===== src/rtl/serial_adder_pkg.sv =====
// serial_adder_pkg: shared FSM state type and legal WIDTH range for the serial adder
package serial_adder_pkg;

    typedef enum logic [1:0] {
        IDLE  = 2'd0,
        SHIFT = 2'd1,
        DONE  = 2'd2
    } state_t;

    localparam int WIDTH_MIN = 2;
    localparam int WIDTH_MAX = 64;

endpackage


===== src/rtl/serial_adder_full_adder_cell.sv =====
// full_adder_cell: combinational 1-bit full adder reused for every bit position
module full_adder_cell (
    input  logic a,
    input  logic b,
    input  logic cin,
    output logic sum,
    output logic cout
);

    assign sum  = a ^ b ^ cin;
    assign cout = (a & b) | (a & cin) | (b & cin);

endmodule


===== src/rtl/serial_adder.sv =====
// serial_adder: bit-serial adder, one bit pair per clock LSB first, carry held in a register
module serial_adder
    import serial_adder_pkg::*;
#(
    parameter int WIDTH = 8
) (
    input  logic             clk,
    input  logic             rst,
    input  logic             in_valid,
    output logic             in_ready,
    input  logic [WIDTH-1:0] a,
    input  logic [WIDTH-1:0] b,
    input  logic             cin,
    output logic             out_valid,
    input  logic             out_ready,
    output logic [WIDTH-1:0] sum,
    output logic             cout,
    output logic             busy
);

    localparam int CW = $clog2(WIDTH);
    localparam logic [CW-1:0] LAST = CW'(WIDTH - 1);

    if (WIDTH < WIDTH_MIN || WIDTH > WIDTH_MAX) begin : g_bad_width
        $error("serial_adder: WIDTH out of range");
    end

    state_t           state;
    logic [WIDTH-1:0] a_sr;
    logic [WIDTH-1:0] b_sr;
    logic [WIDTH-1:0] sum_sr;
    logic             carry;
    logic [CW-1:0]    cnt;
    logic             fa_sum;
    logic             fa_cout;

    full_adder_cell u_fa (
        .a   (a_sr[0]),
        .b   (b_sr[0]),
        .cin (carry),
        .sum (fa_sum),
        .cout(fa_cout)
    );

    always_ff @(posedge clk) begin
        if (rst) begin
            state  <= IDLE;
            a_sr   <= '0;
            b_sr   <= '0;
            sum_sr <= '0;
            carry  <= 1'b0;
            cnt    <= '0;
        end else begin
            case (state)
                IDLE: if (in_valid) begin
                    a_sr   <= a;
                    b_sr   <= b;
                    carry  <= cin;
                    sum_sr <= '0;
                    cnt    <= '0;
                    state  <= SHIFT;
                end
                SHIFT: begin
                    sum_sr <= {fa_sum, sum_sr[WIDTH-1:1]};
                    carry  <= fa_cout;
                    a_sr   <= a_sr >> 1;
                    b_sr   <= b_sr >> 1;
                    // hold the counter at the last bit so it never wraps
                    cnt    <= (cnt == LAST) ? cnt : cnt + 1'b1;
                    state  <= (cnt == LAST) ? DONE : SHIFT;
                end
                DONE: if (out_ready) state <= IDLE;
                default: state <= IDLE;
            endcase
        end
    end

    assign in_ready  = (state == IDLE);
    assign out_valid = (state == DONE);
    assign busy      = (state != IDLE);
    assign sum       = sum_sr;
    assign cout      = carry;

endmodule


===== config.mk =====
export PLATFORM = sky130hd
export DESIGN_NAME = serial_adder
export DESIGN_NICKNAME = d
export VERILOG_FILES = /design/src/rtl/serial_adder_pkg.sv /design/src/rtl/serial_adder_full_adder_cell.sv /design/src/rtl/serial_adder.sv
export SDC_FILE = /design/constraint.sdc
export NUM_CORES = 1
export LEC_CHECK = 0
export CORE_MARGIN = 2
export CORE_UTILIZATION = 30
export CTS_CLUSTER_SIZE = 25
export DETAILED_ROUTE_END_ITERATION = 6
export GPL_TIMING_DRIVEN = 0
export REMOVE_ABC_BUFFERS = 1
export SYNTH_ARGS = -nofsm -noshare
export SYNTH_HDL_FRONTEND = slang
export SYNTH_SLANG_ARGS = --single-unit

===== constraint.sdc =====
create_clock -name clk -period 3.7 [get_ports clk]
set_clock_uncertainty 0.2 [all_clocks]
set_input_delay 0.74 -clock clk [delete_from_list [all_inputs] [get_ports clk]]
set_output_delay 0.74 -clock clk [all_outputs]
set_load 0.02 [all_outputs]

# Yosys cells after proc, flatten, opt, wreduce, memory -nomap -nowiden
# Cells that the tools add are included.
[totals] regBits=30 input_bits=21 out_inout_bits=12 elab_cells=41
[classes] n_addsub=1 n_eq_ne=6 n_mux=15 bitwise_logic=7 reduce_logical=6
[op_table] op="case mux 8 bit (2 select lines)" n=3
[op_table] op="two-way mux 8 bit" n=3
[op_table] op="two-way mux 2 bit" n=3
[op_table] op="two-way mux 3 bit" n=2
[op_table] op="case mux 2 bit (3 select lines)" n=1
[op_table] op="case mux 3 bit (2 select lines)" n=1
[op_table] op="inequality test 2 bit (second input constant)" n=2
[op_table] op="AND reduction 2 bit" n=2
[op_table] op="nonzero test 2 bit" n=2
[op_table] op="adder 3 x 1 -> 3 bit (second input constant)" n=1
[op_table] op="AND 1 bit" n=3
[op_table] op="equality test 3 bit (second input constant)" n=1
[op_table] op="AND reduction 3 bit" n=1
[op_table] op="equality test 2 x 1 -> 1 bit (second input constant)" n=1
[op_table] op="equality test 2 bit (second input constant)" n=1
[op_table] op="zero test 2 bit" n=1
[op_table] op="inequality test 2 x 1 -> 1 bit (second input constant)" n=1
[op_table] op="OR 1 bit" n=2
[op_table] op="case mux 1 bit (2 select lines)" n=1
[op_table] op="XOR 1 bit" n=2
[op_table] op="two-way mux 1 bit" n=1

# Depth between registers and ports, before layout
# Gate-level depths: netlist of run 1.
[depth] depth_word=4 depth_mapped=5

# By module
# A second synthesis of run 1 with hierarchy kept.
[unflattened] hier_cells=134 area_unflattened_um2=1380.1
[modules_own_cells] module="serial_adder" n_inst=1 cells_per_inst=133 area_per_inst_um2=1360.1 seq_area_each_um2=600.6
[modules_own_cells] module="full_adder_cell" n_inst=1 cells_per_inst=1 area_per_inst_um2=20.0 seq_area_each_um2=0.0

# Least setup slack after synthesis of run 1
# OpenSTA, ideal clock, no wires.
[synth_path] kind="register to output" startpoint="reg state[0]" endpoint="out busy" arrival_ps=1022 required_ps=2760 slack_ps=1738 path_stages_with_launch=4 path_buffers=1 path_cell_list="dfxtp_1 -> buf_4 -> nor2_1 -> inv_1"
[synth_via] elab_chain_cells=1
[synth_lines] element="from (decl)" line_no="serial_adder.sv:28" rtl="state_t state;"
[synth_lines] element="from (signal assigned)" line_no="serial_adder.sv:70" rtl="state <= (cnt == LAST) ? DONE : SHIFT;"
[synth_lines] element="nonzero test 2 bit" line_no="serial_adder.sv:80" rtl="assign busy = (state != IDLE);"
[synth_lines] element="to (decl)" line_no="serial_adder.sv:18" rtl="output logic busy"
# Every way passes these cells.

# Final worst setup path of run 1
# Ends and elaborated chain as after synthesis.

==> results.tsv, run 1 <==
metric	value	unit
run_status	finished clean	
gpl.final_weighted_congestion	0.725	
worst_path_dominant_cell_family	flip-flops	
hold_depth	2	
hold-path-endpoint	b_sr[7]	
dr.first_iter.drc_count	52	
drtAntennaViolNets	0	
synth.yosys.seq_area_share	42.9	%
io_buffer_count	32	
placedCellCount	212	
timing.reg2reg.worst_path_depth	3	
clock_latency	0.28	ns
crit_slowest_cell	dfxtp_1	
layout.cells.most_common	clkdlybuf4s50_1	
track_usage	11.5	%
floorplan.die.width	72.3	µm
die-height	72.3	µm
final_cell_mix	31 x clkdlybuf4s50_1, 30 x dfxtp_1, 28 x nor2_1	
rr_endpoint	b_sr[2]	
die-area	5230	µm²
antenna_violations_before_repair	0	
htreeDepth	2	
via_count	1077	
hold_path.class	reg -> reg	
dpl.hpwl	1.89	mm
grt_first_pass_wirelength	4.62	mm
cellPowerDensity	398	nW/µm²
grt_start_max_net_pins	31	
setup_viol_count_final	0	
number_of_buffers_added_for_setup_after_cts	0	
post_cts_resized	0	
worstPathBufferInverterCount	2	
ys_types	22	
rsz0062_at_grt	no	
vias_per_cell	4.92	
syn_avg_cell_area	10.1	µm²
clk_root_buffer_cell	clkbuf_8	
timing.critical_path.arrival	2.44	ns
synth_top_area_share	42.9	%
syn-cell-area	1400	µm²
rows	24	
final_count_of_hold_timing_violations	0	
finalWorstSetupSlack	0.322	ns
cts_made_buffers	5	
max_cap_check_violation_count	0	
worst_setup_path_startpoint	state[0]	
cp_slowest_stage_delay	1.18	ns
instances_no_fill	219	
post-route-period-util	91.3	%
hold_ws	0.291	ns
antenna-diode-count	0	
worstSetupEndpointType	output port	
final_count_of_pins_violating_max_slew	0	
via_count_of_the_first_global_routing_pass	1050	
report.power.total	709	µW
synthCells	139	
cts.sinks	30	
peakVddDrop	0.000216	V
nets	191	
r2r_start	state[0]	
global_route.overflow_total	0	
hold_path_startpoint	b_sr[7]	
fill_cells	434	
cts.path.max_buffers	2	
ctsHoldBuffers	0	
layout-area-overhead-vs-synth	27.2	%
achievable-frequency	296	MHz
cts.reportedPaths.clkPinSlew	0.06	ns
cells_taking_the_most_area_after_synthesis	dfxtp_1 43%, a211oi_2 13%, mux2i_1 11%, nor2_1 7.5%, a22oi_1 4.8%	
critical_path_class	reg -> out	
yosysWarnings	0	
crit_path_cell_trace	nor2_1 -> inv_1 -> clkdlybuf4s50_1	
core_region_area	4410	µm²
synth_top_cell_by_area	dfxtp_1	
worstPathRequired	2.76	ns
crit_path_max_fanout	27	
yosys_register_bits	30	
total_wirelength	2.75	mm
top_level_ports	33	
avgRoutedWirePerCell	12.6	µm
timing.reg2reg.setup_slack	1.34	ns
worstSetupStartpointType	flop	
slew_headroom	14.0	%
floorplan.initialDensity	31.7	%
cts_tree	yes	
detail_route.drc_violations	0	
layout_cell_share_with_drive_strength_beyond_1	13.8	%
dpl_worst_slack	0.634	ns
number_of_optimization_iterations_in_the_first_detailed_route_pass	2	
total_leakage_power	0.670	nW
slew_at_the_pin_with_the_worst_max_slew_slack	1.29	ns
tns	0	ns
post-route-min-period	3.38	ns
worst register-to-register path, stage by stage, from the launching register on:
cell      delay, ns
dfxtp_1        1.18
o21ba_4        0.58
nor2_1         0.13
a211oi_2       0.19
cell families (layout without fill, tap and decap cells):
logic type / count (synthesis) / count (layout) / synth area share (%)
and+or+nand+nor: 39 / 39 / 11.6
buffers and inverters: 19 / 47 / 7.60
adders and majority gates: 3 / 3 / 3.22
DFF: 30 / 30 / 42.9
muxes: 16 / 16 / 11.4
AOI/OAI and AO/OA: 32 / 32 / 23.2
where the power goes:
part,leakage [nW],switching (mW),internal (mW)
logic,0.385,0.0519,0.0581
registers,0.246,0.0182,0.343
clock network,0.0383,0.109,0.129
registers in the layout, summed over array words and instances (netlist names):
register,cells
b_sr,8
state,2
cnt,3
sum,8
cout,1
a_sr,8
per-stage QoR:
step | util (%) | instance area, µm²
finish | 40.3 | 1780
global route | 40.3 | 1780
CTS | 40.4 | 1780
detailed placement | 38.7 | 1710
global placement | 38.7 | 1710
floorplan | - | 1320
synth_stat cells:
| library cell | instances |
|---|---|
| o21bai_2 | 1 |
| nand3_1 | 4 |
| mux2i_1 | 16 |
| buf_6 | 2 |
| ha_1 | 2 |
| fa_1 | 1 |
| a21oi_1 | 1 |
| nor2_1 | 28 |
| inv_1 | 8 |
| nor2b_1 | 2 |
| buf_2 | 1 |
| a22oi_1 | 9 |
| clkbuf_1 | 3 |
| nor4b_1 | 1 |
| dfxtp_1 | 30 |
| nor3_1 | 1 |
| nand2_1 | 3 |
| a211oi_2 | 15 |
| o21ba_4 | 1 |
| a31oi_1 | 3 |
| a32oi_1 | 2 |
| buf_4 | 5 |
routing by layer:
metal	GRT usage, %	up-vias	wire, µm	share of wire (%)
met1	13.5	505	1300	47
met4	3.77	0	10	0.36
met3	5.56	2	168	6.1
li1	-	543	-	-
met5	0	-	0	0
met2	18.3	27	1270	46
how the worst max path moves through the flow:
stage / end / slack (ns) / depth (start not counted)
after global placement: busy / 0.72 / 3
after CTS: busy / 0.33 / 3
final: busy / 0.32 / 3
after global routing: busy / 0.15 / 3
after floorplan: busy / 1.23 / 2
after detailed placement: busy / 0.63 / 3
layout make-up:
type	instances	area, µm²	area share, %
Tap cell	52	65.1	3.66
Sequential cell	30	601	33.8
Timing Repair Buffer	32	315	17.7
Clock buffer	7	76.3	4.29
Inverter	8	30.0	1.69
Multi-Input combinational cell	90	692	38.9
Note: power is estimated with default switching activity, not from simulation.
==> run 2: changes to the inputs <==
--- a/config.mk
+++ b/config.mk
@@ -5,12 +5,14 @@
 export SDC_FILE = /design/constraint.sdc
 export NUM_CORES = 1
 export LEC_CHECK = 0
+export CORE_ASPECT_RATIO = 1.1
 export CORE_MARGIN = 2
 export CORE_UTILIZATION = 30
 export CTS_CLUSTER_SIZE = 25
 export DETAILED_ROUTE_END_ITERATION = 6
 export GPL_TIMING_DRIVEN = 0
 export REMOVE_ABC_BUFFERS = 1
+export SKIP_CTS_REPAIR_TIMING = 1
 export SYNTH_ARGS = -nofsm -noshare
 export SYNTH_HDL_FRONTEND = slang
 export SYNTH_SLANG_ARGS = --single-unit
==> run 2 against run 1 <==
  * Setup slack better by 0.061 ns
  * Clock-buffer cell count is the same
  * Sequential cell count stayed put
  * Combinational power is essentially flat
  * Largest cell class unchanged
  * Highest routed layer unchanged
==> results.tsv, run 2 (synthesis gave the netlist of run 1 again) <==
metric	value	unit
dr.first_iter.drc_count	65	
via_count_of_the_first_global_routing_pass	1109	
detail_route.drc_violations	0	
setup_viol_count_final	0	
final_count_of_hold_timing_violations	0	
crit_slowest_cell	dfxtp_1	
cellPowerDensity	397	nW/µm²
post-route-min-period	3.32	ns
worstSetupEndpointType	output port	
worst_path_dominant_cell_family	flip-flops	
io_buffer_count	32	
cp_slowest_stage_delay	1.17	ns
layout.cells.most_common	clkdlybuf4s50_1	
clk_root_buffer_cell	clkbuf_8	
antenna-diode-count	0	
cts_made_buffers	5	
power.combinational.fraction	15.6	%
hold_path_startpoint	a_sr[7]	
tns	0	ns
clock_latency	0.28	ns
post-route-period-util	89.7	%
timing.critical_path.arrival	2.38	ns
total_leakage_power	0.670	nW
worstPathBufferInverterCount	2	
rows	26	
avgRoutedWirePerCell	12.4	µm
layout-area-overhead-vs-synth	27.5	%
dpl.hpwl	1.89	mm
rr_endpoint	sum[4]	
core_region_area	4550	µm²
net_load_switching_power	179	µW
gpl.final_weighted_congestion	0.715	
swShare	25.3	%
worstSetupStartpointType	flop	
drtAntennaViolNets	0	
max_cap_check_violation_count	0	
number_of_optimization_iterations_in_the_first_detailed_route_pass	5	
floorplan.initialDensity	30.7	%
achievable-frequency	301	MHz
layout_cell_share_with_drive_strength_beyond_1	13.8	%
sequentialPowerShare	50.9	%
global_route.overflow_total	0	
antenna_violations_before_repair	0	
total_wirelength	2.78	mm
hold_path.class	reg -> reg	
critical_path_class	reg -> out	
worstPathRequired	2.76	ns
final_count_of_pins_violating_max_slew	0	
timing.reg2reg.setup_slack	1.36	ns
crit_path_max_fanout	27	
htreeDepth	2	
grt_start_max_net_pins	31	
nets	191	
run_status	finished clean	
floorplan.die.width	69.1	µm
rsz0062_at_grt	no	
grt_first_pass_wirelength	4.84	mm
finish.utilization	39.2	%
top_level_ports	33	
final_cell_mix	31 x clkdlybuf4s50_1, 30 x dfxtp_1, 28 x nor2_1	
area_occupied_by_multi_input_gates	692	µm²
peakVddDrop	0.000229	V
crit_path_cell_trace	nor2_1 -> inv_1 -> clkdlybuf4s50_1	
hold_depth	2	
pwr-share-clk	33.5	%
slew_headroom	14.8	%
fill_cells	459	
cts.path.max_buffers	2	
hold-path-endpoint	a_sr[7]	
die-area	5230	µm²
regArea	601	µm²
track_usage	11.7	%
cts.sinks	30	
timing.reg2reg.worst_path_depth	3	
vias_per_cell	4.97	
via_count	1108	
die-height	75.6	µm
r2r_start	state[0]	
cts.reportedPaths.clkPinSlew	0.06	ns
power.internal	530	µW
slew_at_the_pin_with_the_worst_max_slew_slack	1.28	ns
cts_tree	yes	
==> run 2: cell counts in the layout (fill, tap and decap cells not counted) <==
No cell type changed its count.
==> run 2: final cells by class <==
class | count | area share, %
clock buffers | 7 | 4.28
inverters | 8 | 1.68
multi-input cells | 90 | 38.8
flip-flops and latches | 30 | 33.7
well taps | 56 | 3.93
repair buffers | 32 | 17.7
==> run 2: how the worst max path moves through the flow <==
| stage | start | to | slack [ns] | cells past startpoint |
|---|---|---|---|---|
| after detailed placement | state[0] | busy | 0.66 | 3 |
| final | state[0] | busy | 0.38 | 3 |
| after global placement | state[0] | busy | 0.72 | 3 |
| after CTS | state[0] | busy | 0.36 | 3 |
| after floorplan | state[0] | busy | 1.23 | 2 |
| after global routing | state[0] | busy | 0.19 | 3 |
==> run 2: power groups by stage <==
stage,combinational [mW],clock (mW),sequential [mW]
2_1_floorplan,0.0632,0,0.366
3_3_place_gp,0.108,0,0.367
3_5_place_dp,0.112,0,0.368
4_1_cts,0.113,0.246,0.361
5_1_grt,0.123,0.257,0.364
6_report,0.110,0.238,0.361
==> run 2: metal layers <==
layer	share of wire (%)	routed length (µm)	vias up	track usage, %
met2	47	1310	36	20.2
li1	-	-	544	-
met4	1.2	33	0	5.45
met5	0	0	-	0
met1	45	1240	523	13.5
met3	7.0	194	5	3.70
==> run 2: stage by stage <==
step                      instances  hold WS [ns]  setup slack, ns  power, mW  instance area (µm²)
after floorplan                 128         0.252             1.23      0.429                 1320
after global placement          216         0.274            0.721      0.475                 1710
after detailed placement        216         0.283            0.664      0.480                 1710
after CTS                       223         0.296            0.360      0.719                 1790
after global routing            223         0.329            0.187      0.744                 1780
final                           223         0.296            0.383      0.709                 1780
==> run 2: worst register-to-register path, cell delays in order, from the launching register on <==
cell      delay, ns
dfxtp_1        1.17
o21bai_2       0.45
a22oi_1        0.32
nor2_1         0.07
==> run 3: changes to the inputs <==
==> constraint.sdc (replaced) <==
create_clock -name clk -period 3.6 [get_ports clk]
set_clock_uncertainty 0.2 [all_clocks]
set_input_delay 0.72 -clock clk [delete_from_list [all_inputs] [get_ports clk]]
set_output_delay 0.72 -clock clk [all_outputs]
set_load 0.02 [all_outputs]
==> results of run 3 <==
Same layout as run 2 (identical final DEF). Status: finished clean.
Main changes from that run: setup slack after placement 0.664 ns -> 0.584 ns; setup slack after layout 0.383 ns -> 0.303 ns; register-to-register setup slack 1.36 ns -> 1.26 ns; total power 0.709 mW -> 0.728 mW; worst IR drop on VDD 0.000229 V -> 0.000236 V
==> patch (flow settings as in run 3) <==
Change the parameter `WIDTH` from 8 to 16.
--- a/src/rtl/serial_adder.sv
+++ b/src/rtl/serial_adder.sv
@@ -4,3 +4,3 @@
 #(
-    parameter int WIDTH = 8
+    parameter int WIDTH = 16
 ) (
Interface: changed (resized a, b and sum); port bits go from 33 to 57. No check against the original RTL was run, so the function may have changed too.
==> patch against run 3 <==
  * Setup slack improved by 0.60 ns
  * Combinational power rose by 110%
  * Wire length rose by 99%
  * Area after synthesis rose by 88%
  * Final area rose by 85%
  * Sequential cell count rose by 25
  * Total power rose by 75%
  * Utilization fell by 0.12 points
  * Largest cell class unchanged
==> patch: results (changes against run 3) <==
| Metric | Value |
|---|---|
| Status | complete, no violations (unchanged) |
| Placed Cells incl. Taps | 414 (was 216) |
| CP max stage cell | o21ba_1 (was dfxtp_1) |
| Static leakage | 0.001153 µW (was 0.0006702 µW) |
| Detailed placer's ending HPWL | 3522 µm (was 1887 µm) |
| Top cells by count, synth | dfxtp_1, nor2_1, nand2_1 (was dfxtp_1, nor2_1, mux2i_1) |
| Ys Warns | 0 (unchanged) |
| 1st-iter DRT viols | 66 (was 65) |
| Dpl cell area | 0.003201 mm² (was 0.001713 mm²) |
| Vias in the first global route | 1895 (was 1109) |
| Relative slew slack | 15.92% (was 14.84%) |
| CP Max Fanout | 30 (was 27) |
| Clock Path Buffers | 2 (unchanged) |
| CTS Buf Count | 5 (unchanged) |
| Final Net Count | 349 (was 191) |
| Type of the worst min-delay path | register to register (unchanged) |
| Routability congestion estimate | 0.6536 (was 0.7148) |
| Via count | 2055 (was 1108) |
| Place WS | 0.5610 ns (was 0.5844 ns) |
| First-pass GRT wire length | 9108 µm (was 4836 µm) |
| Register area share after synthesis | 41.77% (was 42.93%) |
| Largest net degree at the start of global routing | 50 (was 31) |
| Initial antenna violation count | 0 (unchanged) |
| Clk slew on worst S/H paths | 0.10 ns (was 0.06 ns) |
| PortBufs | 56 (was 32) |
| Asr flop ratio synth | 0% (unchanged) |
| Routed wire per std cell | 13.06 µm (was 12.45 µm) |
| All-Layer GR Usage | 11.71% (about the same) |
| Largest cells by area after synthesis | dfxtp_1, a211oi_2, a21oi_2 (was dfxtp_1, a211oi_2, mux2i_1) |
| Post-synth cell types | 36 (was 22) |
| Final std cells w/o fill | 422 (was 223) |
| Ant. Diodes | 0 (unchanged) |
| Clock tree root buffer cell | clkbuf_8 (unchanged) |
| Clock Latency Late Sink | 0.30 ns (was 0.28 ns) |
| Top delay family on crit path | compound AO/OA/AOI/OAI gates (was flip-flops) |
| H-tree depth | 2 (unchanged) |
| Mean Syn Cell Area | 9.800 µm² (was 10.06 µm²) |
| First-pass DRT Iterations | 4 (was 5) |
| Largest stage delay, worst path | 0.95 ns (was 1.17 ns) |
| CP arrival | 2.72 ns (was 2.38 ns) |
| Maximum VDD drop | 0.1553 mV (was 0.2357 mV) |
| Fraction of layout cells with a size suffix above 1 | 25.08% (was 13.77%) |
-- patch: path summary, 6_finish.rpt --
path             from     end  slack [ns]  cells after the start
max          in_valid  cnt[3]        0.90                      4
min            sum[0]  sum[0]        0.32                      2
max reg2reg  state[0]  cnt[3]        1.34                      3
min reg2reg    sum[0]  sum[0]        0.32                      2
-- patch: worst register-to-register path: stages (launching register included) --
cell	delay, ns
dfxtp_1	0.52
o21ba_1	0.99
a41oi_1	0.25
a211oi_2	0.24
-- patch: per-layer routing --
metal | vias to the layer above | wire length, µm | GRT usage [%]
li1 | 1026 | - | -
met1 | 978 | 2776 | 16.08
met2 | 46 | 2461 | 18.93
met3 | 5 | 228 | 2.434
met4 | 0 | 46 | 2.828
met5 | - | 0 | 0
-- patch: cell type report --
| type | count | area (µm²) |
|---|---|---|
| sequential | 55 | 1101 |
| inverter | 4 | 15.01 |
| timing repair buffer | 59 | 623.1 |
| fill | 855 | 5151 |
| multi-input combinational | 185 | 1323 |
| tap | 111 | 138.9 |
| clock buffer | 8 | 100.1 |
-- patch: report_power, final --
| part | leakage, µW | internal (µW) | total (µW) | switching, µW |
|---|---|---|---|---|
| combinational | 0.000650 | 109 | 235 | 126 |
| clock | 0.0000515 | 176 | 372 | 196 |
| sequential | 0.000452 | 643 | 667 | 23.9 |
-- patch: cells by family after synthesis --
group / count (synthesis) / share of synthesized area [%]
buffers and inverters: 29 / 8.495
muxes: 1 / 0.3797
DFF: 55 / 41.77
and+or+nand+nor: 90 / 13.86
AOI/OAI and AO/OA: 92 / 34.27
adders and majority gates: 2 / 1.234
